==> src/rtl/serial_add_sequencer_if.sv <==
// rtl/serial_add_sequencer_if.sv - host and serial-adder signal bundle for serial_add_sequencer
//
// Purpose: groups the operand handshake, the result outputs and the serial
// adder control pins of serial_add_sequencer into one bundle.
//   slave  : the sequencer side (drives InReady, adder controls, Result).
//   master : the environment side (host offering operands, adder returning ResultIn).
// Signals:
//   InValid/InReady        operand pair handshake
//   OperandData, CoeffIn   operands; OperandData is serialized, CoeffIn is parallel-loaded
//   AdderResetN, ParaLoad, CoeffData, SerialIn, EnableShiftAdd   adder control/data pins
//   ResultIn               adder parallel output
//   Result, ResultValid    captured sum and its one-cycle strobe
//   BitCount               index of the bit currently on SerialIn
interface serial_add_sequencer_if #(
  parameter int WIDTH = 8
);
  logic                       InValid;
  logic                       InReady;
  logic [WIDTH-1:0]           OperandData;
  logic [WIDTH-1:0]           CoeffIn;
  logic                       AdderResetN;
  logic                       ParaLoad;
  logic [WIDTH-1:0]           CoeffData;
  logic                       SerialIn;
  logic                       EnableShiftAdd;
  logic [WIDTH-1:0]           ResultIn;
  logic [WIDTH-1:0]           Result;
  logic                       ResultValid;
  logic [$clog2(WIDTH)-1:0]   BitCount;

  modport master (
    output InValid, OperandData, CoeffIn, ResultIn,
    input  InReady, AdderResetN, ParaLoad, CoeffData, SerialIn,
           EnableShiftAdd, Result, ResultValid, BitCount
  );

  modport slave (
    input  InValid, OperandData, CoeffIn, ResultIn,
    output InReady, AdderResetN, ParaLoad, CoeffData, SerialIn,
           EnableShiftAdd, Result, ResultValid, BitCount
  );
endinterface

==> src/rtl/serial_add_sequencer.sv <==
// rtl/serial_add_sequencer.sv - transmit-side sequencer for the bit-serial adder
//
// Purpose: accepts one operand pair per InValid/InReady handshake, clears the
// adder and loads its coefficient, streams OperandData LSB-first for WIDTH
// cycles with EnableShiftAdd, then captures ResultIn into Result with a
// one-cycle ResultValid pulse. Every output comes straight from a register.
// Ports:
//   Clock  sole clock, rising edge
//   Reset  synchronous, active-high
//   bus    serial_add_sequencer_if.slave (handshake, adder pins, result)
module serial_add_sequencer #(
  parameter int WIDTH = 8
) (
  input  logic                    Clock,
  input  logic                    Reset,
  serial_add_sequencer_if.slave   bus
);
  localparam int CW = $clog2(WIDTH);
  localparam logic [CW-1:0] LastBit = CW'(WIDTH - 1);

  typedef enum logic [1:0] {
    Idle,
    Load,
    Shift,
    Capture
  } stateT;

  stateT            state;
  logic [WIDTH-1:0] shiftReg;

  logic             inReady;
  logic             adderResetN;
  logic             paraLoad;
  logic [WIDTH-1:0] coeffData;
  logic             serialIn;
  logic             enableShiftAdd;
  logic [WIDTH-1:0] result;
  logic             resultValid;
  logic [CW-1:0]    bitCount;

  always_ff @(posedge Clock) begin
    if (Reset) begin
      state          <= Idle;
      shiftReg       <= '0;
      inReady        <= 1'b1;
      adderResetN    <= 1'b0;
      paraLoad       <= 1'b0;
      coeffData      <= '0;
      serialIn       <= 1'b0;
      enableShiftAdd <= 1'b0;
      result         <= '0;
      resultValid    <= 1'b0;
      bitCount       <= '0;
    end else begin
      // Pulse-type outputs default low/inactive; states re-assert them.
      resultValid <= 1'b0;
      adderResetN <= 1'b1;
      paraLoad    <= 1'b0;
      case (state)
        Idle: begin
          if (bus.InValid && inReady) begin
            shiftReg    <= bus.OperandData;
            coeffData   <= bus.CoeffIn;
            inReady     <= 1'b0;
            // Clear and load coincide: the adder drops its stale carry and
            // takes the new coefficient on the same edge.
            adderResetN <= 1'b0;
            paraLoad    <= 1'b1;
            state       <= Load;
          end
        end
        Load: begin
          // First serial bit is presented together with the enable.
          enableShiftAdd <= 1'b1;
          serialIn       <= shiftReg[0];
          shiftReg       <= {1'b0, shiftReg[WIDTH-1:1]};
          bitCount       <= '0;
          state          <= Shift;
        end
        Shift: begin
          if (bitCount == LastBit) begin
            enableShiftAdd <= 1'b0;
            serialIn       <= 1'b0;
            bitCount       <= '0;
            state          <= Capture;
          end else begin
            serialIn <= shiftReg[0];
            shiftReg <= {1'b0, shiftReg[WIDTH-1:1]};
            bitCount <= bitCount + 1'b1;
          end
        end
        Capture: begin
          result      <= bus.ResultIn;
          resultValid <= 1'b1;
          inReady     <= 1'b1;
          state       <= Idle;
        end
        default: state <= Idle;
      endcase
    end
  end

  assign bus.InReady        = inReady;
  assign bus.AdderResetN    = adderResetN;
  assign bus.ParaLoad       = paraLoad;
  assign bus.CoeffData      = coeffData;
  assign bus.SerialIn       = serialIn;
  assign bus.EnableShiftAdd = enableShiftAdd;
  assign bus.Result         = result;
  assign bus.ResultValid    = resultValid;
  assign bus.BitCount       = bitCount;
endmodule

==> src/flat_wrapper.sv <==
// flat-port wrapper written by rule: the top's interface ports become plain ports
module serial_add_sequencer_flat 
#(
  parameter int WIDTH = 8
)
  (Clock, Reset, bus_InValid, bus_OperandData, bus_CoeffIn, bus_ResultIn, bus_InReady, bus_AdderResetN, bus_ParaLoad, bus_CoeffData, bus_SerialIn, bus_EnableShiftAdd, bus_Result, bus_ResultValid, bus_BitCount);
  serial_add_sequencer_if #(.WIDTH(WIDTH)) bus_i ();
  input  logic Clock;
  input  logic Reset;
  input wire logic [$bits(bus_i.InValid)-1:0] bus_InValid;
  input wire logic [$bits(bus_i.OperandData)-1:0] bus_OperandData;
  input wire logic [$bits(bus_i.CoeffIn)-1:0] bus_CoeffIn;
  input wire logic [$bits(bus_i.ResultIn)-1:0] bus_ResultIn;
  output wire logic [$bits(bus_i.InReady)-1:0] bus_InReady;
  output wire logic [$bits(bus_i.AdderResetN)-1:0] bus_AdderResetN;
  output wire logic [$bits(bus_i.ParaLoad)-1:0] bus_ParaLoad;
  output wire logic [$bits(bus_i.CoeffData)-1:0] bus_CoeffData;
  output wire logic [$bits(bus_i.SerialIn)-1:0] bus_SerialIn;
  output wire logic [$bits(bus_i.EnableShiftAdd)-1:0] bus_EnableShiftAdd;
  output wire logic [$bits(bus_i.Result)-1:0] bus_Result;
  output wire logic [$bits(bus_i.ResultValid)-1:0] bus_ResultValid;
  output wire logic [$bits(bus_i.BitCount)-1:0] bus_BitCount;
  assign bus_i.InValid = bus_InValid;
  assign bus_i.OperandData = bus_OperandData;
  assign bus_i.CoeffIn = bus_CoeffIn;
  assign bus_i.ResultIn = bus_ResultIn;
  assign bus_InReady = bus_i.InReady;
  assign bus_AdderResetN = bus_i.AdderResetN;
  assign bus_ParaLoad = bus_i.ParaLoad;
  assign bus_CoeffData = bus_i.CoeffData;
  assign bus_SerialIn = bus_i.SerialIn;
  assign bus_EnableShiftAdd = bus_i.EnableShiftAdd;
  assign bus_Result = bus_i.Result;
  assign bus_ResultValid = bus_i.ResultValid;
  assign bus_BitCount = bus_i.BitCount;
  serial_add_sequencer #(.WIDTH(WIDTH)) u_core (.Clock(Clock), .Reset(Reset), .bus(bus_i));
endmodule
==> config.mk <==
export PLATFORM = sky130hd
export DESIGN_NAME = serial_add_sequencer_flat
export DESIGN_NICKNAME = d
export VERILOG_FILES = /design/src/rtl/serial_add_sequencer_if.sv /design/src/rtl/serial_add_sequencer.sv /design/src/flat_wrapper.sv
export SDC_FILE = /design/constraint.sdc
export NUM_CORES = 1
export LEC_CHECK = 0
export CAP_MARGIN = 0
export CORE_ASPECT_RATIO = 0.9
export CORE_MARGIN = 5
export CORE_UTILIZATION = 35
export DETAILED_ROUTE_END_ITERATION = 8
export GPL_TIMING_DRIVEN = 0
export PLACE_DENSITY_LB_ADDON = 0.25
export SYNTH_ARGS = -nofsm -noshare
export SYNTH_HDL_FRONTEND = slang
export SYNTH_SLANG_ARGS = --single-unit
==> constraint.sdc <==
create_clock -name Clock -period 5.4 [get_ports Clock]
set_clock_uncertainty 0.1 [all_clocks]
set_input_delay 0.81 -clock Clock [delete_from_list [all_inputs] [get_ports Clock]]
set_output_delay 0.81 -clock Clock [all_outputs]
set_load 0.1 [all_outputs]
Yosys cells after proc, flatten, opt, wreduce, memory -nomap -nowiden --
Cells that the tools add are included.
Word-level totals: register bits 35, input port bits 27, output and inout bits 25, word-level logic and storage cells 49
Operators by class: add/sub/neg operators 1, eq/ne operators 7, mux-type cells 18, bitwise operators 1, reductions and logical operators 11
Operators with widths (count):
- case mux 8 bit (3 select lines) | 1
- two-way mux 8 bit | 2
- case mux 2 bit (4 select lines) | 1
- AND reduction 2 bit | 4
- two-way mux 1 bit | 7
- case mux 1 bit (2 select lines) | 3
- case mux 3 bit (2 select lines) | 1
- == test 2 bit (second input constant) | 2
- two-way mux 2 bit | 2
- != test 2 x 1 -> 1 bit (second input constant) | 2
- nonzero test 2 bit | 2
- adder 3 x 1 -> 3 bit (second input constant) | 1
- == test 3 bit (second input constant) | 1
- two-way mux 3 bit | 1
- AND reduction 3 bit | 1
- nonzero test 3 bit | 1
- == test 2 x 1 -> 1 bit (second input constant) | 1
- zero test 2 bit | 1
- != test 2 bit (second input constant) | 1
- OR reduction 2 bit | 1
- logical AND 1 bit | 1
- inverter 1 bit | 1

Logic depth before layout (Yosys ltp) --
Gate-level depths: netlist (run 1).
depth in word-level cells 3, gate-level depth with buffers 7, mapped depth without buffers 5

Worst setup path before layout (run 1) --
OpenSTA, ideal clock, no wires.
kind register -> register, from register u_core.bitCount[0], in the netlist u_core.bus.BitCount[0], to register u_core.shiftReg[0], setup time 0.131 ns, arrival 2.029 ns, data required time 5.169 ns, setup slack 3.140 ns, cell stages (with the launch flop) 7, path buffers 1, period minus slack after synthesis 2.260 ns, path through dfxtp_1 ha_1 ha_1 nand2_1 clkbuf_1 a31oi_1 nor3b_2
Between the ends: longest elaborated chain between the ends 3
Ends and longest elaborated chain:
- from (decl) | line serial_add_sequencer.sv:39 | logic [CW-1:0] bitCount;
- from (signal assigned) | line serial_add_sequencer.sv:89 | bitCount <= bitCount + 1'b1;
- == test 3 bit | line serial_add_sequencer.sv:81 | if (bitCount == LastBit) begin
- != test 2 bit (no line)
- AND reduction 3 bit (no line)
- to (signal assigned) | line serial_add_sequencer.sv:62 | shiftReg <= bus.OperandData;
- to (signal assigned) | line serial_add_sequencer.sv:76 | shiftReg <= {1'b0, shiftReg[WIDTH-1:1]};
- to (signal assigned) | line serial_add_sequencer.sv:88 | shiftReg <= {1'b0, shiftReg[WIDTH-1:1]};
- to (decl) | line serial_add_sequencer.sv:29 | logic [WIDTH-1:0] shiftReg;
Every way passes these cells. A chain may end at the register's enable or synchronous reset.

Worst setup path in the final report (run 1) --
from register u_core.inReady, in the netlist u_core.bus.InReady, to output port bus_InReady
RTL lines:
- from (decl) | line serial_add_sequencer.sv:31 | logic inReady;
- from (signal assigned) | line serial_add_sequencer.sv:45 | inReady <= 1'b1;
- from (signal assigned) | line serial_add_sequencer.sv:64 | inReady <= 1'b0;
- from (signal assigned) | line serial_add_sequencer.sv:95 | inReady <= 1'b1;
- to (decl) | line flat_wrapper.sv:14 | output wire logic [$bits(bus_i.InReady)-1:0] bus_InReady;
No word-level cell between the ends.

==> key figures, run 1 <==
Global routing
  • Largest net degree at the start of global routing: 11
  • Initial antenna violation count: 0
  • First-pass GRT wire length: slightly below 6000 microns
  • Number of global-route vias before repair: about 1.3k
  • Gr usage total: 12.9%
  • Total gr overflow: 0

Setup path
  • R2R setup slack: about 3.2 ns
  • Crit end category: primary output
  • Crit-path cells: clkdlybuf4s50_1
  • Crit-path slowest cell: clkdlybuf4s50_1
  • CP bufs+invs: 1
  • WP data arrival: between 1.5 and 2 ns
  • Critical Path Fanout Max: 7
  • Crit-path max cell delay: 1.18 ns
  • Startpoint types: flop
  • CP top delay family: buffers and inverters
  • Req. time, crit path: between 4 and 5 ns
  • Setup CP Type: reg2out

Synthesis
  • Synth Area in Compound Gates: ~13%
  • Post-synth cell types: 30
  • Mapped Nets: 183
  • Mapped Area: between 1500 and 2000 sq um
  • Synth area leader: dfxtp_1
  • Synth Register Bits: 35
  • Seq/Total Area, Yosys: about 46%
  • Synth Flop Type: dfxtp_1
  • Post-synthesis simple-gate area fraction: roughly 18%
  • Post-Synth Adder-Cell Area: about 6.6%
  • Async SR Flop Fraction: 0%
  • Post-synthesis mux area share: approximately an eighth
  • Synth warnings: 0
  • Avg Cell Area, Syn: 10.3 sq um
  • Number of synthesized flops with an enable pin: 0
  • Mapped Cells: between 100 and 150
  • XOR/XNOR Fraction of Synth Area: 0%
  • Largest family of logic cells by synthesized area: simple AND/OR/NAND/NOR gates
  • Share of the synthesized area in the top cell type: between 40% and 50%
  • Top post-synthesis cells by area: dfxtp_1 46%, mux2i_1 11%, ha_1 6.6%, a22o_1 4.6%, nor3b_1 3.0%
  • Most frequent cell after synthesis: dfxtp_1
  • Synth top cells by count: 35 x dfxtp_1, 17 x mux2i_1, 11 x nor2_1, 8 x a22o_1, 8 x ha_1

Power
  • Lkg Pwr: 0.827 nW
  • VDD IR-drop max: 0.263 mV
  • Int Pwr: roughly 690 uW
  • Combinational Power Share: 56.8%
  • Switching Fraction: a little under half
  • NetSw: ~570 uW
  • Clock share of power: roughly 15%
  • Reg power frac: roughly 29%
  • P per Cell Area: approximately 570 nW/um^2

Timing
  • Hold WS: about 0.38 ns
  • Final setup margin: ~2.6 ns
  • Final setup violation count: 0
  • Pins Over Slew Limit: 0
  • RSZ-0062 raised after global routing: no
  • Worst relative slew slack: approximately 34%
  • Hold Vio Cnt, Final: 0
  • Setup TNS: 0 ns
  • Fmax: ~0.35 GHz
  • Worst slew pin tran: 0.985 ns
  • Tmin final: 2.82 ns
  • Final Cycle Share: between 50% and 60%

Final layout
  • Layout cells sized above 1: 9.27%
  • Filler instances: 383
  • Number of antenna diodes: 0
  • Register Area: about 700 sq um
  • Layout area overhead: 43.5%
  • Post-layout util: between 50% and 60%
  • NumNets Final: 240
  • Footprint of the multi-input gates: around 750 sq um

Route
  • DR iter-0 viols: 67
  • Final WL: approximately 3500 microns
  • Vias per inst: 4.82
  • Vias: 1278
  • Post-route ant nets: 0
  • First-pass iteration count of the detailed router: 4
  • Drt wl/cell: 13.3 microns
  • # DRC: 0

Clock network
  • Root Buffer: clkbuf_8
  • Post-CTS setup buffers: 0
  • Cts hold-fix bufs: 0
  • Post-CTS Resized: 0
  • Skew-Pair Late Insertion Delay: roughly 0.27 ns
  • CTS tree: yes
  • H-tree level count: 2
  • CTS Sinks: 35
  • Clock transition at path regs: about 0.070 ns
  • Clk buf depth: 2
  • Total CTS buffers: 5

Outcome
  • Status: complete, no violations

Floorplanning
  • Starting Density: between 30% and 40%
  • Core area: slightly above 4000 sq um
  • Row cnt: 22
  • DIE HEIGHT: just over 70 microns
  • Die X: approximately 80 microns
  • Full die area: 5780 sq um
  • I/O pin total: 52

Place
  • Count of input and output buffers: 50
  • Detailed Place HPWL: between 2000 and 3000 microns
  • Pre-CTS setup slack: between 2 and 3 ns
  • Routability cong.: 0.799

Job
  • Max Cap Viol: 0

Hold path
  • HP Class: reg2reg
-- sequential cells by signal (all words and copies together) (netlist names) --
name                       count
u_core.bus.AdderResetN         1
u_core.bus.EnableShiftAdd      1
u_core.bus.SerialIn            1
u_core.bus.BitCount            3
u_core.shiftReg                8
u_core.bus.CoeffData           8
u_core.bus.InReady             1
u_core.bus.ResultValid         1
u_core.state                   2
u_core.bus.Result              8
u_core.bus.ParaLoad            1
-- final cells by class --
type                       instances  share of cell area [%]
multi-input combinational        100                    34.3
sequential                        35                    32.0
timing repair buffer              50                    22.9
clock buffer                       6                    3.78
tap                               60                    3.43
buffer                            11                    2.97
inverter                           2                   0.343
clock inverter                     1                   0.229
-- power by group through the flow --
stage	clock network [mW]	logic [mW]	registers, mW
final	0.183	0.712	0.359
after global placement	0	0.699	0.358
after detailed placement	0	0.713	0.363
after floorplan	0	0.349	0.575
after global routing	0.203	0.762	0.367
after CTS	0.190	0.716	0.358
-- metrics by stage --
step | std cells | cell area, sq um | power, mW
after floorplan | 148 | 1520 | 0.924
after detailed placement | 258 | 2100 | 1.08
final | 265 | 2190 | 1.25
after global placement | 258 | 2100 | 1.06
after CTS | 265 | 2190 | 1.26
after global routing | 265 | 2190 | 1.33
-- logic make-up after synthesis --
kind of cell,count (synthesis)
simple gates,47
mux,18
flops,35
fa+ha+maj,8
compound gates,27
buf+inv,13
-- layout by cell type, fill, tap and decap left out, drive strengths merged, types with 8 or more instances in the layout --
master          n
a22o            8
a31oi           8
buf             8
clkbuf          9
clkdlybuf4s50  50
dfxtp          35
ha              8
mux2i          17
nor2           11
nor3b           9
-- metal layers --
metal / GRT usage, % / routed length, microns
met1: 15.9 / 1550
met5: 0 / 0
met3: 4.07 / 180
met4: 4.77 / 14
met2: 21.3 / 1770
-- worst paths after layout --
path | from | to | depth (start not counted)
worst max-delay path | u_core.bus.InReady | bus_InReady | 1
worst min register to register | u_core.bus.CoeffData[3] | u_core.bus.CoeffData[3] | 1
worst min-delay path | u_core.bus.CoeffData[3] | u_core.bus.CoeffData[3] | 1
worst max register to register | u_core.state[0] | u_core.shiftReg[1] | 7
(Power assumes the default switching activity.)
==> inputs of run 2 (changes only) <==
==> constraint.sdc (replaced) <==
create_clock -name Clock -period 2.35 [get_ports Clock]
set_clock_uncertainty 0.1 [all_clocks]
set_input_delay 0.3525 -clock Clock [delete_from_list [all_inputs] [get_ports Clock]]
set_output_delay 0.3525 -clock Clock [all_outputs]
set_load 0.1 [all_outputs]
==> key figures, run 2 (synthesis results as in run 1) <==
Route
  • DR iter-0 viols: 67 (unchanged)
  • # DRC: 0 (unchanged)
  • Vias: 1278 (unchanged)
  • Vias per inst: 4.82 (unchanged)
  • First-pass iteration count of the detailed router: 4 (unchanged)
  • Drt wl/cell: 13.3 microns (unchanged)
  • Final WL: 3520 microns (unchanged)
  • Post-route ant nets: 0 (unchanged)

Power
  • Power Total: 2.88 mW (+130%)
  • Lkg Pwr: 0.827 nW (about the same)
  • VDD IR-drop max: 0.605 mV (+130%)
  • P per Cell Area: 1320 nW/um^2 (+130%)

Setup path
  • CP bufs+invs: 1 (unchanged)
  • Crit end category: primary output
  • Crit-path slowest cell: clkdlybuf4s50_1
  • Critical Path Fanout Max: 4 (-3)
  • R2R Path End: u_core.shiftReg[1]
  • Startpoint types: flop
  • Req. time, crit path: 1.90 ns (-2.59 ns)
  • WP data arrival: 1.81 ns (-0.10 ns)
  • Setup CP Type: reg2out
  • R2R setup slack: 0.17 ns (-3.05 ns)
  • Crit-path max cell delay: 1.16 ns (-0.02 ns)
  • Crit-path cells: clkdlybuf4s50_1
  • FF-to-FF path depth: 7 (unchanged)
  • Worst R2R Start: u_core.state[0]
  • CP top delay family: buffers and inverters

Outcome
  • Status: complete, no violations

Clock network
  • Clk buf depth: 2 (unchanged)
  • Post-CTS setup buffers: 0 (unchanged)
  • CTS tree: yes
  • Clock transition at path regs: 0.07 ns (about the same)
  • Root Buffer: clkbuf_8
  • Total CTS buffers: 5 (unchanged)
  • H-tree level count: 2 (unchanged)
  • Cts hold-fix bufs: 0 (unchanged)
  • Skew-Pair Late Insertion Delay: 0.27 ns (about the same)
  • CTS Sinks: 35 (unchanged)

Global routing
  • First-pass GRT wire length: 5930 microns (unchanged)
  • Gr usage total: 12.9% (unchanged)
  • Number of global-route vias before repair: 1346 (unchanged)
  • Initial antenna violation count: 0 (unchanged)
  • Total gr overflow: 0 (unchanged)
  • Largest net degree at the start of global routing: 11 (unchanged)

Final layout
  • Layout area overhead: 43.4% (about the same)
  • Layout cells sized above 1: 9.27% (unchanged)
  • Most frequent cells in the layout: 49 x clkdlybuf4s50_1, 35 x dfxtp_1, 17 x mux2i_1
  • Fin area: 2190 sq um (about the same)
  • Most common cell after layout, fill and taps aside: clkdlybuf4s50_1
  • NumNets Final: 240 (unchanged)
  • Number of antenna diodes: 0 (unchanged)

Timing
  • Worst relative slew slack: 34.2% (unchanged)
  • Tmin final: between 2 and 2.5 ns
  • Hold Vio Cnt, Final: 0 (unchanged)
  • Final setup violation count: 0 (unchanged)
  • RSZ-0062 raised after global routing: no
  • Final Cycle Share: 96.5%
  • Fmax: 0.441 GHz
  • Setup TNS: 0 ns (unchanged)
  • Pins Over Slew Limit: 0 (unchanged)
  • Hold WS: 0.378 ns (unchanged)
  • Worst slew pin tran: 0.985 ns (unchanged)

Hold path
  • Hold Path End: u_core.bus.CoeffData[3]
  • HP Class: reg2reg
  • Hold Path Origin: u_core.bus.CoeffData[3]
  • Hold Path Depth: 1 (unchanged)

Place
  • Routability cong.: 0.799 (unchanged)
  • Detailed Place HPWL: 2680 microns (unchanged)
  • Placed cell areas: 2100 sq um (unchanged)
  • Count of input and output buffers: 50 (unchanged)

Floorplanning
  • Die X: 79.6 microns (unchanged)
  • DIE HEIGHT: 72.6 microns (unchanged)
  • Core area: 4160 sq um (unchanged)
  • Starting Density: 36.7% (unchanged)
  • Full die area: 5780 sq um (unchanged)
  • Row cnt: 22 (unchanged)
  • I/O pin total: 52 (unchanged)

Job
  • Max Cap Viol: 0 (unchanged)
[run 2: cell count changes in the layout (fill, tap and decap cells not counted), sizes merged]
| cell | before | now |
|---|---|---|
| clkdlybuf4s50 | 50 | 49 |
| dlygate4sd2 | 0 | 1 |
[run 2: worst max path at each step]
stage	startpoint	endpoint	cells after the start
after global routing	u_core.bus.BitCount[0]	bus_BitCount[0]	1
after global placement	u_core.state[0]	u_core.shiftReg[1]	7
after floorplan	u_core.bus.BitCount[0]	u_core.shiftReg[0]	6
after CTS	u_core.bus.BitCount[0]	bus_BitCount[0]	1
final	u_core.bus.BitCount[0]	bus_BitCount[0]	1
after detailed placement	u_core.state[0]	u_core.shiftReg[1]	7
[run 2: cell type report]
cell class | instances | area [sq um]
buffer | 11 | 65.1
clock inverter | 1 | 5.00
fill | 382 | 1970
tap | 60 | 75.1
sequential | 35 | 701
multi-input combinational | 100 | 751
clock buffer | 6 | 82.6
timing repair buffer | 50 | 499
inverter | 2 | 7.51
[run 2: per-layer routing]
metal | track usage, % | wire (microns)
met2 | 21.3 | 1770
met1 | 15.9 | 1550
met4 | 4.77 | 14
met3 | 4.07 | 180
met5 | 0 | 0
[run 2: stage by stage]
step | instances | worst slack (ns) | util [%]
floorplan | 148 | 0.0896 | -
global placement | 258 | 0.265 | 50.5
detailed placement | 258 | 0.192 | 50.5
CTS | 265 | 0.0692 | 52.6
global route | 265 | 0.0106 | 52.6
finish | 265 | 0.0829 | 52.6
[run 2: repair_timing]
action | 4_1_cts | 5_1_grt
endpoints found under the hold margin | 0 | 0
resized for setup | 1 | 0
setup endpoints to repair | 1 | 0
[run 2: power breakdown]
part / switching [mW] / internal [mW] / leakage (nW) / total [mW]
clock: 0.191 / 0.230 / 0.0470 / 0.421
combinational: 1.02 / 0.607 / 0.494 / 1.63
sequential: 0.0902 / 0.734 / 0.286 / 0.824
total: 1.30 / 1.57 / 0.827 / 2.88
==> inputs of run 3 (changes only) <==
--- a/config.mk
+++ b/config.mk
@@ -5,10 +5,12 @@
 export SDC_FILE = /design/constraint.sdc
 export NUM_CORES = 1
 export LEC_CHECK = 0
+export ABC_AREA = 1
 export CAP_MARGIN = 0
 export CORE_ASPECT_RATIO = 0.9
-export CORE_MARGIN = 5
+export CORE_MARGIN = 2
 export CORE_UTILIZATION = 35
+export CTS_BUF_LIST = sky130_fd_sc_hd__clkbuf_8
 export DETAILED_ROUTE_END_ITERATION = 8
 export GPL_TIMING_DRIVEN = 0
 export PLACE_DENSITY_LB_ADDON = 0.25
==> key figures, run 3 <==
Floorplanning
  • Die X: 72.7 microns (-8.6%)
  • Starting Density: 36.5% (-0.15 points)
  • DIE HEIGHT: 65.9 microns (-9.3%)
  • Core area: 4070 sq um (-2.0%)
  • I/O pin total: 52 (unchanged)
  • Row cnt: 22 (unchanged)
  • Full die area: 4790 sq um (-17%)

Synthesis
  • Synth Register Bits: 35 (unchanged)
  • Avg Cell Area, Syn: 7.33 sq um (-29%)
  • Top post-synthesis cells by area: dfxtp_1 47%, nand2_1 15%, nor2_1 9.8%, ha_1 6.7%, o21ai_0 6.1%
  • Synth warnings: 0 (unchanged)
  • Mapped Cells: 203 (+37%)
  • Post-synth cell types: 19 (-37%)
  • Share of the synthesized area in the top cell type: 47.1% (+1.1 points)
  • Mapped Area: 1490 sq um (-2.4%)
  • Seq/Total Area, Yosys: 47.1% (+1.1 points)
  • Synth top cells by count: 61 x nand2_1, 39 x nor2_1, 35 x dfxtp_1, 18 x o21ai_0, 16 x inv_1
  • Synth area leader: dfxtp_1
  • Number of synthesized flops with an enable pin: 0 (unchanged)
  • Async SR Flop Fraction: 0% (unchanged)
  • Most frequent cell after synthesis: nand2_1
  • Mapped Nets: 238 (+30%)
  • Synth Flop Type: dfxtp_1

Setup path
  • Worst setup path start: u_core.bus.BitCount[0]
  • FF-to-FF path depth: 7 (unchanged)
  • WP data arrival: 1.80 ns (about the same)
  • Crit-path max cell delay: 1.15 ns (about the same)
  • R2R Path End: u_core.shiftReg[6]
  • Crit-path cells: clkdlybuf4s50_1
  • Critical Path Fanout Max: 4 (unchanged)
  • Crit end category: primary output
  • CP bufs+invs: 1 (unchanged)
  • Worst Setup EP: bus_BitCount[0]
  • Req. time, crit path: 1.90 ns (about the same)
  • Crit-path slowest cell: clkdlybuf4s50_1
  • CP top delay family: buffers and inverters
  • Startpoint types: flop
  • Crit path depth: 1 (unchanged)
  • R2R setup slack: 0.63 ns (+0.46 ns)
  • Worst R2R Start: u_core.state[1]
  • Setup CP Type: reg2out

Place
  • Detailed Place HPWL: 2280 microns (-15%)
  • Count of input and output buffers: 51 (+2.0%)
  • Dpl cells: 302 (+17%)
  • Routability cong.: 0.777 (-2.8%)
  • Placed cell areas: 2060 sq um (-2.0%)
  • Pre-CTS setup slack: 0.359 ns (+0.167 ns)

Power
  • Lkg Pwr: 0.997 nW (+21%)
  • P per Cell Area: 1400 nW/um^2 (+6.6%)
  • VDD IR-drop max: 0.696 mV (+15%)
  • Power Total: 3.01 mW (+4.8%)

Clock network
  • CTS tree: yes
  • Post-CTS setup buffers: 0 (unchanged)
  • Root Buffer: clkbuf_8
  • Clk buf depth: 2 (unchanged)
  • H-tree level count: 2 (unchanged)
  • Skew-Pair Late Insertion Delay: 0.28 ns (about the same)
  • Clock transition at path regs: 0.06 ns (about the same)
  • CTS Sinks: 35 (unchanged)
  • Total CTS buffers: 5 (unchanged)

Global routing
  • Largest net degree at the start of global routing: 11 (unchanged)
  • First-pass GRT wire length: 5420 microns (-8.7%)
  • Initial antenna violation count: 0 (unchanged)
  • Number of global-route vias before repair: 1299 (-3.5%)
  • Total gr overflow: 0 (unchanged)
  • Gr usage total: 14.6% (+1.6 points)

Timing
  • Hold WS: 0.350 ns (-0.0282 ns)
  • Hold Vio Cnt, Final: 0 (unchanged)
  • Worst slew pin tran: 0.996 ns (+0.0112 ns)
  • Final setup margin: 0.0937 ns (+0.0108 ns)
  • Setup TNS: 0 ns (unchanged)
  • Fmax: 0.443 GHz (+0.48%)
  • Pins Over Slew Limit: 0 (unchanged)
  • Final setup violation count: 0 (unchanged)
  • Final Cycle Share: 96.0% (-0.46 points)
  • Tmin final: 2.26 ns (-0.0108 ns)
  • Worst relative slew slack: 33.4% (-0.75 points)
  • RSZ-0062 raised after global routing: no

Job
  • Max Cap Viol: 0 (unchanged)

Final layout
  • Fin area: 2150 sq um (-1.7%)
  • Most frequent cells in the layout: 61 x nand2_1, 50 x clkdlybuf4s50_1, 39 x nor2_1
  • Number of antenna diodes: 0 (unchanged)
  • Post-layout util: 52.7% (+0.14 points)
  • Fin cells: 309 (+17%)
  • Most common cell after layout, fill and taps aside: nand2_1
  • Layout cells sized above 1: 6.13% (-3.1 points)
  • Layout area overhead: 44.4%
  • NumNets Final: 296 (+23%)

Route
  • DR iter-0 viols: 78 (+16%)
  • Drt wl/cell: 10.3 microns (-22%)
  • Post-route ant nets: 0 (unchanged)
  • Vias per inst: 4.47 (-7.4%)
  • Final WL: 3190 microns (-9.2%)
  • # DRC: 0 (unchanged)
  • First-pass iteration count of the detailed router: 4 (unchanged)
  • Vias: 1380 (+8.0%)

Hold path
  • HP Class: reg2reg

Outcome
  • Status: complete, no violations
[run 3: layout make-up]
cell class | instances | area [sq um]
Buffer | 5 | 38.8
Clock buffer | 6 | 82.6
Clock inverter | 1 | 5.00
Fill cell | 421 | 1930
Inverter | 20 | 75.1
Multi-Input combinational cell | 143 | 673
Sequential cell | 35 | 701
Tap cell | 48 | 60.1
Timing Repair Buffer | 51 | 513
[run 3: worst min path at each step]
stage | from | endpoint | slack [ns] | cells after the start
floorplan | Reset | u_core.bus.BitCount[1] | 0.32 | 1
global placement | u_core.bus.CoeffData[6] | u_core.bus.CoeffData[6] | 0.34 | 2
detailed placement | u_core.bus.CoeffData[4] | u_core.bus.CoeffData[4] | 0.34 | 2
CTS | u_core.bus.CoeffData[4] | u_core.bus.CoeffData[4] | 0.36 | 2
global route | u_core.bus.CoeffData[4] | u_core.bus.CoeffData[4] | 0.37 | 2
finish | u_core.bus.CoeffData[4] | u_core.bus.CoeffData[4] | 0.35 | 2
[run 3: cells by family after synthesis]
logic type	after synthesis	synth area share [%]
and+or+nand+nor	110	29.9
DFF	35	47.1
AOI/OAI and AO/OA	25	8.58
buffers and inverters	25	7.65
adders and majority gates	8	6.73
[run 3: layer usage]
layer / part of all wire, % / up-vias / global-route usage [%] / wire (microns)
met2: 43 / 44 / 23.3 / 1370
met5: 0 / - / 0 / 0
met4: 0 / 0 / 3.47 / 0
li1: - / 742 / - / -
met3: 7.2 / 0 / 5.49 / 231
met1: 50 / 594 / 18.6 / 1600
[run 3: repair_timing]
item,4_1_cts,5_1_grt
endpoints found under the setup margin,0,1
gates resized for setup,0,1
hold buffers,0,0
[run 3: power breakdown]
part           internal (mW)  total, mW  switching [mW]
Sequential             0.754      0.829          0.0757
Combinational          0.501       1.75            1.25
Clock                  0.230      0.429           0.200
